## src/rtl/tow_pkg.sv

```systemverilog
// Shared types and constants for the tug-of-war match logic.
package tow_pkg;

  typedef enum logic [1:0] {
    START,
    PLAY,
    PAUSE,
    DONE
  } match_state_t;

  localparam logic [1:0] WIN_NONE  = 2'b00;
  localparam logic [1:0] WIN_LEFT  = 2'b01;
  localparam logic [1:0] WIN_RIGHT = 2'b10;

  localparam int unsigned BCD_MAX = 9;

endpackage

```

## src/rtl/pause_timer.sv

```systemverilog
// Loadable down-counter with a done flag.
// The count parks at zero until it is reloaded.
module pause_timer #(
  parameter int unsigned WIDTH = 4
) (
  input  logic             clk,
  input  logic             reset,
  input  logic             load,
  input  logic [WIDTH-1:0] value,
  input  logic             en,
  output logic             done
);

  logic [WIDTH-1:0] count_q;

  always_ff @(posedge clk) begin
    if (!reset) begin
      count_q <= '0;
    end else if (load) begin
      count_q <= value;
    end else if (en && (count_q != '0)) begin
      count_q <= count_q - WIDTH'(1);
    end
  end

  assign done = (count_q == '0);

endmodule

```

## src/rtl/match_controller.sv

```systemverilog
// First-to-WIN_SCORE match controller: scores round wins, sequences the
// playfield round reset/pause and declares the match winner.
module match_controller
  import tow_pkg::*;
#(
  parameter int unsigned WIN_SCORE    = 7,
  parameter int unsigned PAUSE_CYCLES = 24
) (
  input  logic       clk,
  input  logic       reset,
  input  logic       left_win,
  input  logic       right_win,
  input  logic       new_match,
  output logic       round_reset,
  output logic       play_en,
  output logic [3:0] score_l,
  output logic [3:0] score_r,
  output logic       match_over,
  output logic [1:0] winner
);

  localparam int unsigned CNT_W      = $clog2(PAUSE_CYCLES + 1);
  localparam logic [CNT_W-1:0] PAUSE_LOAD = CNT_W'(PAUSE_CYCLES - 1);
  localparam logic [3:0]       WIN_PTS    = 4'(WIN_SCORE);

  match_state_t state_q;
  logic [3:0]   score_l_q, score_r_q;
  logic [1:0]   winner_q;
  logic         match_over_q;
  logic         timer_load, timer_en, timer_done;

  // Loading on every scored or drawn round is harmless when the round ends the match.
  assign timer_load = (state_q == PLAY) && (left_win || right_win) && !new_match;
  assign timer_en   = (state_q == PAUSE);

  pause_timer #(
    .WIDTH(CNT_W)
  ) u_pause_timer (
    .clk  (clk),
    .reset(reset),
    .load (timer_load),
    .value(PAUSE_LOAD),
    .en   (timer_en),
    .done (timer_done)
  );

  always_ff @(posedge clk) begin
    if (!reset) begin
      state_q      <= START;
      score_l_q    <= '0;
      score_r_q    <= '0;
      winner_q     <= WIN_NONE;
      match_over_q <= 1'b0;
    end else if (new_match) begin
      state_q      <= START;
      score_l_q    <= '0;
      score_r_q    <= '0;
      winner_q     <= WIN_NONE;
      match_over_q <= 1'b0;
    end else begin
      unique case (state_q)
        START: state_q <= PLAY;
        PLAY: begin
          if (left_win && right_win) begin
            state_q <= PAUSE;
          end else if (left_win) begin
            if (score_l_q < WIN_PTS) score_l_q <= score_l_q + 4'd1;
            if (score_l_q + 4'd1 >= WIN_PTS) begin
              state_q      <= DONE;
              match_over_q <= 1'b1;
              winner_q     <= WIN_LEFT;
            end else begin
              state_q <= PAUSE;
            end
          end else if (right_win) begin
            if (score_r_q < WIN_PTS) score_r_q <= score_r_q + 4'd1;
            if (score_r_q + 4'd1 >= WIN_PTS) begin
              state_q      <= DONE;
              match_over_q <= 1'b1;
              winner_q     <= WIN_RIGHT;
            end else begin
              state_q <= PAUSE;
            end
          end
        end
        PAUSE: if (timer_done) state_q <= PLAY;
        DONE:  state_q <= DONE;
        default: state_q <= START;
      endcase
    end
  end

  assign round_reset = (state_q != PLAY);
  assign play_en     = (state_q == PLAY);
  assign score_l     = score_l_q;
  assign score_r     = score_r_q;
  assign match_over  = match_over_q;
  assign winner      = winner_q;

endmodule
```

## config.mk

```make
export PLATFORM = sky130hd
export DESIGN_NAME = match_controller
export DESIGN_NICKNAME = d
export VERILOG_FILES = /design/src/rtl/tow_pkg.sv /design/src/rtl/pause_timer.sv /design/src/rtl/match_controller.sv
export SDC_FILE = /design/constraint.sdc
export NUM_CORES = 1
export LEC_CHECK = 0
export ABC_AREA = 1
export CAP_MARGIN = 40
export CORE_MARGIN = 2
export CORE_UTILIZATION = 40
export CTS_CLUSTER_SIZE = 28
export DETAILED_ROUTE_END_ITERATION = 8
export PLACE_DENSITY = 0.71
export REMOVE_ABC_BUFFERS = 1
export SLEW_MARGIN = 20
export SYNTH_ARGS = -nofsm -noshare
export SYNTH_HDL_FRONTEND = slang
export SYNTH_HIERARCHICAL = 1
export SYNTH_SLANG_ARGS = --single-unit
export TNS_END_PERCENT = 50
```

## constraint.sdc

```tcl
create_clock -name clk -period 1.9 [get_ports clk]
set_input_delay 0.285 -clock clk [delete_from_list [all_inputs] [get_ports clk]]
set_output_delay 0.285 -clock clk [all_outputs]
set_load 0.005 [all_outputs]
```

==> metrics.md, run 1 <==
| Metric | Value |
|---|---|
| Row cnt | 18 |
| Minimum clock period | 1690 ps |
| Sinks on Clock Net | 18 |
| Comb power frac | 0.171 |
| Clock-pin slew on the worst setup and hold paths | 110 ps |
| Setup violators final | 0 |
| Highest metal used | met4 |
| Crit end category | output port |
| CTS tree | yes |
| Ys Warns | 6 |
| Global route overflow | 0 |
| Clock buffer depth | 2 |
| Worst R2R Start | score_r[0] |
| DRT iter0 DRCs | 53 |
| Number of synthesized flops with an enable pin | 0 |
| Largest net degree at the start of global routing | 13 |
| Synth area leader | dfxtp_1 |
| Top post-synthesis cells by area | dfxtp_1 33%, ha_1 9.2%, nor2_1 9.0% |
| Worst Min Path Start | match_over |
| Core area | 2520 um^2 |
| Syn_area_per_cell | 6.76 um^2 |
| Final period util | 0.888 |
| Cell family with most CP delay | buffers and inverters |
| Fmax | 593 MHz |
| Final Hold Viols | 0 |
| Non-filler cells, final | 216 |
| Initial antenna violation count | 0 |
| Arrival time worst endpoint | 1400 ps |
| Via count of the first global-routing pass | 960 |
| Area grow syn2layout | 25.0% |
| Pwr Density | 571 nW/um^2 |
| First-pass GRT wire length | 3820 um |
| Hold_buf cts | 0 |
| CP required | 1620 ps |
| Die Span X | 56.0 um |
| Worst vdd ir | 0.615 mV |
| Root buf cell | clkbuf_4 |
| First-pass DRT Iterations | 4 |
| Max_cap viols | 0 |
| Max Transition Viols Final | 0 |
| Residual DRC | 0 |
| Resize count post-CTS | 0 |
| Critical path class | register to output port |
| Initial core utilization | 0.429 |
| DR vias | 1,040 |
| Final nets | 200 |
| IO Count | 18 |
| WL met1 | 1060 um |
| Final Power | 0.772 mW |
| Unique masters post-synth | 21 |
| Layout cells sized above 1 | 0.113 |
| Vias per cell | 4.81 |
| WHS | 457 ps |
| Net Sw Power | 0.213 mW |
| Post-synthesis sequential area ratio | 0.333 |
| Clock Latency Late Sink | 310 ps |
| H-tree Lvls | 1 |
| Ant diodes | 0 |
| Fillers | 259 |
| Post-DP HPWL | 1800 um |
| CP max stage delay | 450 ps |
| Clk network pwr share | 0.316 |
| Number of nets still failing antenna checks after routing | 0 |
| Register bit total from synthesis | 18 |
| RSZ-0062 raised after global routing | no |
| Post-synth top flop | dfxtp_1 |
| CP cell instances | inv_2, nor2_4, inv_2, clkdlybuf4s50_1 |
| Worst Skew | 9.98 ps |
| CP startpoint | state_q[0] |
| All-Layer GR Usage | 0.151 |
| Top-count cell post-synth | nor2_1 |
| Placer Congestion | 0.830 |
| CP max stage cell | clkdlybuf4s50_1 |
| Leakage | 0.613 nW |
| Setup bufs post-CTS | 0 |
| Final wirelength | 2270 um |
| Status | complete, no violations |
| Die area | 3140 um^2 |
| Sw Ratio | 0.276 |
| Cells after synthesis | 160 |
| Die Height | 56.0 um |
| Top post-synthesis cells by count | 26 x nor2_1, 25 x nand2_1, 24 x inv_1 |
| Crit-path max FO | 5 |
| Crit path buf inv count | 3 |
| Yosys top cell area share | 0.333 |
| Post-Place Cells | 212 |
| P_int | 0.558 mW |
| Ys async rst share | 0 |
| Flop pwr share | 0.513 |
| DR WL met2 | 1080 um |
| Final core occ | 0.536 |
| Routed WL per cell | 10.5 um |
| I/O Buffers | 17 |
| Startpoint Class | register |
| HP Class | register to register |
| CTS Buf Count | 3 |
| Mapped Area | 1080 um^2 |
| Met3 routed WL | 94 um |
| CP most frequent cell | inv_2 |
sequential cells by signal, indices dropped and copies added (netlist names):
| name | count |
|---|---|
| match_over | 1 |
| score_l | 4 |
| score_r | 4 |
| u_pause_timer/count_q | 5 |
| winner | 2 |
| state_q | 2 |
final timing paths:
| path | to | slack [ps] | cells after the start |
|---|---|---|---|
| hold / removal | match_over | 460 | 2 |
| setup reg to reg | winner[0] | 460 | 9 |
| setup / recovery | round_reset | 210 | 4 |
| hold reg to reg | match_over | 460 | 2 |
worst reg2reg max path, cell delays in order, from the launching register on:
cell     delay (ps)
dfxtp_1         380
ha_1            230
nand2_1          90
inv_1            50
nor2_1          120
nand2_1          70
nand3_1         170
nand3_2         110
nand2_1          80
a21oi_1          60
power by group through the flow:
stage,clock network (mW),registers [mW],logic (mW)
2_1_floorplan,0,0.403,0.0894
3_3_place_gp,0,0.404,0.129
6_report,0.244,0.396,0.132
5_1_grt,0.272,0.397,0.151
3_5_place_dp,0,0.404,0.132
4_1_cts,0.255,0.396,0.133
cell families (layout without fill, tap and decap cells):
family                   count (synthesis)  in the layout  share of synthesized area
adder cells (fa/ha/maj)                  8              8                     0.0925
buffers and inverters                   29             52                      0.105
other                                    2              5                    0.00694
AO/OA/AOI/OAI                           21             21                     0.0983
flip-flops                              18             18                      0.333
AND/OR/NAND/NOR                         82             82                      0.364
layer usage:
layer	GRT usage	vias up
li1	-	556
met2	0.252	16
met5	0	-
met1	0.176	462
met4	0.0612	0
met3	0.0512	6
per-stage QoR:
stage	setup WS, ps	cell area [um^2]	setup TNS [ps]
global route	122	1350	0
CTS	188	1350	0
floorplan	573	1090	0
finish	213	1350	0
global placement	5.29	1320	0
detailed placement	-28.3	1320	-40.3
cell usage in the layout, fill, tap and decap left out, drive strengths merged:
cell and n:
nor2 31, nand2 27, inv 27, dfxtp 18, clkdlybuf4s50 17, nand3 15
a21oi 13, ha 8, nand4 7, o21ai 7, conb 5, clkbuf 4
buf 3, nor3 2, clkinv 1, a31oi 1
final cells by class:
| type | instances | area [um^2] | share of cell area |
|---|---|---|---|
| Clock buffer | 4 | 36.3 | 0.0268 |
| Inverter | 28 | 106 | 0.0786 |
| Multi-Input combinational cell | 116 | 619 | 0.458 |
| Sequential cell | 18 | 360 | 0.266 |
| Tap cell | 30 | 37.5 | 0.0278 |
| Timing Repair Buffer | 20 | 193 | 0.142 |
Power figures use the tool's default switching activity.
==> inputs of run 2 (changes only) <==
--- a/config.mk
+++ b/config.mk
@@ -11,11 +11,10 @@
 export CORE_UTILIZATION = 40
 export CTS_CLUSTER_SIZE = 28
 export DETAILED_ROUTE_END_ITERATION = 8
-export PLACE_DENSITY = 0.71
+export PLACE_DENSITY = 0.72
 export REMOVE_ABC_BUFFERS = 1
 export SLEW_MARGIN = 20
 export SYNTH_ARGS = -nofsm -noshare
 export SYNTH_HDL_FRONTEND = slang
-export SYNTH_HIERARCHICAL = 1
 export SYNTH_SLANG_ARGS = --single-unit
 export TNS_END_PERCENT = 50
==> metrics.md, run 2 <==
| Metric | Value |
|---|---|
| Status | complete, no violations |
| First-pass DRT Iterations | 4 |
| Area of the multi-input gates | 536 um^2 |
| Mapped Area | 982 um^2 |
| Vias per cell | 4.98 |
| Post-DP HPWL | 1510 um |
| Worst Skew | 0.870 ps |
| Least-Margin Pin Slew | 231 ps |
| Pwr Density | 547 nW/um^2 |
| Row cnt | 17 |
| Resize count post-CTS | 0 |
| Core area | 2280 um^2 |
| WHS | 457 ps |
| Final period util | 0.892 |
| Final core occ | 0.535 |
| Leakage | 0.502 nW |
| Ys async rst share | 0 |
| CTS tree | yes |
| Biggest register | u_pause_timer.count_q |
| Minimum clock period | 1690 ps |
| Top post-synthesis cells by area | dfxtp_1 37%, ha_1 10%, inv_1 8.4% |
| All-Layer GR Usage | 0.165 |
| Layout cells sized above 1 | 0.113 |
| Post-synthesis sequential area ratio | 0.367 |
| Crit end category | output port |
| Max_slew headroom | 0.846 |
| Initial antenna violation count | 0 |
| Critical path class | register to output port |
| Max FFs per register | 5 |
| Number of nets still failing antenna checks after routing | 0 |
| Ant diodes | 0 |
| Arrival time worst endpoint | 1410 ps |
| Clock-pin slew on the worst setup and hold paths | 90 ps |
| Max Transition Viols Final | 0 |
| Root buf cell | clkbuf_4 |
| Reg area | 360 um^2 |
| CTS Buf Count | 3 |
| Largest net degree at the start of global routing | 10 |
| Hold Path End | match_over |
| Routed WL per cell | 10.9 um |
| Via count of the first global-routing pass | 825 |
| Hold_buf cts | 0 |
| Clock buffer depth | 2 |
| Crit-path max FO | 5 |
| IO Count | 18 |
| H-tree Lvls | 1 |
| Synth area leader | dfxtp_1 |
| DRT iter0 DRCs | 12 |
| Die Height | 53.6 um |
| Worst Min Path Start | match_over |
| Die Span X | 53.6 um |
| Hold depth | 2 |
| R2R cell count | 9 |
| Reg-to-reg critical path endpoint | winner[1] |
| Die area | 2870 um^2 |
| Setup TNS | 0 ps |
| Startpoint Class | register |
| Clock Latency Late Sink | 290 ps |
| I/O Buffers | 17 |
| RSZ-0062 raised after global routing | no |
| Initial core utilization | 0.432 |
| CP required | 1620 ps |
| R2R setup slack | 510 ps |
| Commonest cells after routing, fill and taps aside | 22 x inv_1, 22 x nand2_1, 18 x dfxtp_1 |
| Yosys top cell area share | 0.367 |
| Global route overflow | 0 |
| Max_cap viols | 0 |
| Fillers | 208 |
| Number of synthesized flops with an enable pin | 0 |
| Fmax | 590 MHz |
| Setup bufs post-CTS | 0 |
| DR vias | 886 |
| Final nets | 165 |
| Worst vdd ir | 0.443 mV |
| Syn_area_per_cell | 7.61 um^2 |
| Post-synth top flop | dfxtp_1 |
| Top post-synthesis cells by count | 22 x inv_1, 22 x nand2_1, 18 x dfxtp_1 |
| Cells after synthesis | 129 |
| Sinks on Clock Net | 18 |
| Worst R2R Start | score_l[0] |
| HP Class | register to register |
| First-pass GRT wire length | 3390 um |
| Placer Congestion | 0.779 |
| CP startpoint | state_q[0] |
| Ys Warns | 0 |
| Setup violators final | 0 |
| Final Hold Viols | 0 |
| Register bit total from synthesis | 18 |
| Area grow syn2layout | 23.9% |
| Final wirelength | 1930 um |
| Residual DRC | 0 |
| Unique masters post-synth | 22 |
==> run 2: changes by cell type after synthesis, sizes merged, moves of 2 or more <==
cell / delta
a31oi: +3
conb: -2
inv: -4
nand3: -9
nand4: -2
nor2: -17
o21ai: -2
==> run 2: final cells by class <==
type,instances,area share
sequential,18,0.296
inverter,23,0.0709
timing repair buffer,18,0.146
multi-input combinational,88,0.440
tap,28,0.0288
clock buffer,3,0.0185
==> run 2: through the flow <==
step | area (um^2) | setup WS [ps] | total power [mW] | cells
2_1_floorplan | 982 | 671 | 0.459 | 129
6_report | 1220 | 205 | 0.666 | 178
3_5_place_dp | 1190 | 78.2 | 0.493 | 175
5_1_grt | 1220 | 130 | 0.705 | 178
4_1_cts | 1220 | 193 | 0.677 | 178
3_3_place_gp | 1190 | 137 | 0.489 | 175
==> run 2: kinds of logic (layout without fill, tap and decap cells) <==
logic type	count (synthesis)	in the layout	share of synthesized area
AO/OA/AOI/OAI	23	23	0.127
XOR/XNOR	1	1	0.00892
adder cells (fa/ha/maj)	8	8	0.102
buffers and inverters	23	44	0.0879
flip-flops	18	18	0.367
AND/OR/NAND/NOR	56	56	0.307
==> run 2: worst max path at each step <==
stage	endpoint	slack, ps	depth (start not counted)
2_1_floorplan	winner[0]	670	9
3_3_place_gp	winner[0]	140	8
3_5_place_dp	winner[1]	80	8
4_1_cts	play_en	190	3
5_1_grt	play_en	130	3
6_report	play_en	210	3
==> run 2: per-layer routing <==
| layer | up-vias | GRT usage | share of wire |
|---|---|---|---|
| li1 | 464 | - | - |
| met1 | 405 | 0.201 | 0.47 |
| met2 | 13 | 0.259 | 0.48 |
| met3 | 4 | 0.0361 | 0.030 |
| met4 | 0 | 0.111 | 0.021 |
| met5 | - | 0 | 0 |
==> run 2: worst max-delay path, stage by stage, from the launching register on <==
cell and delay, ps:
dfxtp_1 380, nand2_2 120, inv_1 120, clkdlybuf4s50_1 500
==> run 2: where the power goes <==
group | switching [mW] | internal (mW)
combinational | 0.0510 | 0.0393
sequential | 0.00753 | 0.386
clock | 0.109 | 0.0737
total | 0.167 | 0.499
==> inputs of run 3 (changes only) <==
--- a/config.mk
+++ b/config.mk
@@ -7,6 +7,7 @@
 export LEC_CHECK = 0
 export ABC_AREA = 1
 export CAP_MARGIN = 40
+export CORE_ASPECT_RATIO = 0.75
 export CORE_MARGIN = 2
 export CORE_UTILIZATION = 40
 export CTS_CLUSTER_SIZE = 28
==> metrics.md, run 3 (synthesis results as in run 2) <==
| Metric | Value |
|---|---|
| Max Transition Viols Final | 0 |
| Global route overflow | 0 |
| Post-DP HPWL | 1530 um |
| Least-Margin Pin Slew | 226 ps |
| Die Span X | 61.2 um |
| Setup TNS | 0 ps |
| IO Count | 18 |
| Vias per cell | 4.86 |
| Area grow syn2layout | 24.7% |
| Clock-pin slew on the worst setup and hold paths | 100 ps |
| Root buf cell | clkbuf_4 |
| Die Height | 46.9 um |
| R2R setup slack | 510 ps |
| Leakage | 0.502 nW |
| Pwr Density | 551 nW/um^2 |
| Layout cells sized above 1 | 0.113 |
| Sinks on Clock Net | 18 |
| Post-Place Cells | 181 |
| HP Class | register to register |
| Crit end category | output port |
| CTS tree | yes |
| Setup bufs post-CTS | 0 |
| Final nets | 165 |
| Arrival time worst endpoint | 1420 ps |
| Post-route design area | 1220 um^2 |
| Crit-path max FO | 5 |
| Core area | 2310 um^2 |
| DRT iter0 DRCs | 20 |
| Residual DRC | 0 |
| Resize count post-CTS | 0 |
| Placed inst area | 1200 um^2 |
| Ant diodes | 0 |
| Final period util | 0.899 |
| Setup violators final | 0 |
| Startpoint Class | register |
| Clock Latency Late Sink | 290 ps |
| Final core occ | 0.531 |
| Final wirelength | 1940 um |
| Max FFs per register | 5 |
| Pre-CTS setup slack | 108 ps |
| Routed WL per cell | 10.5 um |
| Row cnt | 15 |
| First-pass GRT wire length | 3350 um |
| Max_cap viols | 0 |
| H-tree Lvls | 1 |
| Worst Skew | 4.11 ps |
| Die area | 2870 um^2 |
| Commonest cells after routing, fill and taps aside | 22 x inv_1, 22 x nand2_1, 18 x dfxtp_1 |
| Initial antenna violation count | 0 |
| RSZ-0062 raised after global routing | no |
| Largest net degree at the start of global routing | 10 |
| All-Layer GR Usage | 0.161 |
| WHS | 461 ps |
| First-pass DRT Iterations | 4 |
| Hold_buf cts | 0 |
| Non-filler cells, final | 184 |
| Biggest register | u_pause_timer.count_q |
| Post-route setup slack | 193 ps |
| Final Power | 0.675 mW |
| Minimum clock period | 1710 ps |
| CP required | 1620 ps |
| I/O Buffers | 17 |
| Number of nets still failing antenna checks after routing | 0 |
| Placer Congestion | 0.733 |
| Via count of the first global-routing pass | 786 |
| Initial core utilization | 0.425 |
| Final Hold Viols | 0 |
| Worst vdd ir | 0.384 mV |
| DR vias | 894 |
| Critical path class | register to output port |
| Status | complete, no violations |
| CTS Buf Count | 3 |
| Clock buffer depth | 2 |
| Fmax | 586 MHz |
| Max_slew headroom | 0.849 |
## run 3: cell counts in the layout (fill, tap and decap cells not counted)
Identical to the previous run, type by type.
## run 3: power by group
group / leakage [nW] / internal, mW / switching [mW] / total, mW
combinational: 0.342 / 0.0393 / 0.0519 / 0.0912
clock: 0.0138 / 0.0739 / 0.116 / 0.190
sequential: 0.146 / 0.386 / 0.00750 / 0.393
## run 3: per-layer routing
layer,vias up,share of wire,GRT usage
met1,407,0.49,0.198
met5,-,0,0
met4,0,0.0062,0.0652
met3,2,0.049,0.0606
li1,467,-,-
met2,18,0.45,0.257
## run 3: critical path, cell delays in order, from the launching register on
cell and delay, ps:
dfxtp_1 380, nand2_2 120, inv_1 120, clkdlybuf4s50_1 510
## run 3: worst paths after layout
| kind | startpoint | endpoint | cells after the start |
|---|---|---|---|
| setup / recovery | state_q[0] | play_en | 3 |
| setup reg to reg | u_pause_timer.count_q[0] | u_pause_timer.count_q[0] | 9 |
| hold reg to reg | match_over | match_over | 2 |
| hold / removal | match_over | match_over | 2 |
## run 3: cell type report
cell class                      count  area, um^2
Multi-Input combinational cell     88         536
Timing Repair Buffer               18         178
Clock buffer                        3        22.5
Tap cell                           34        42.5
Sequential cell                    18         360
Inverter                           23        86.3
Fill cell                         225        1080
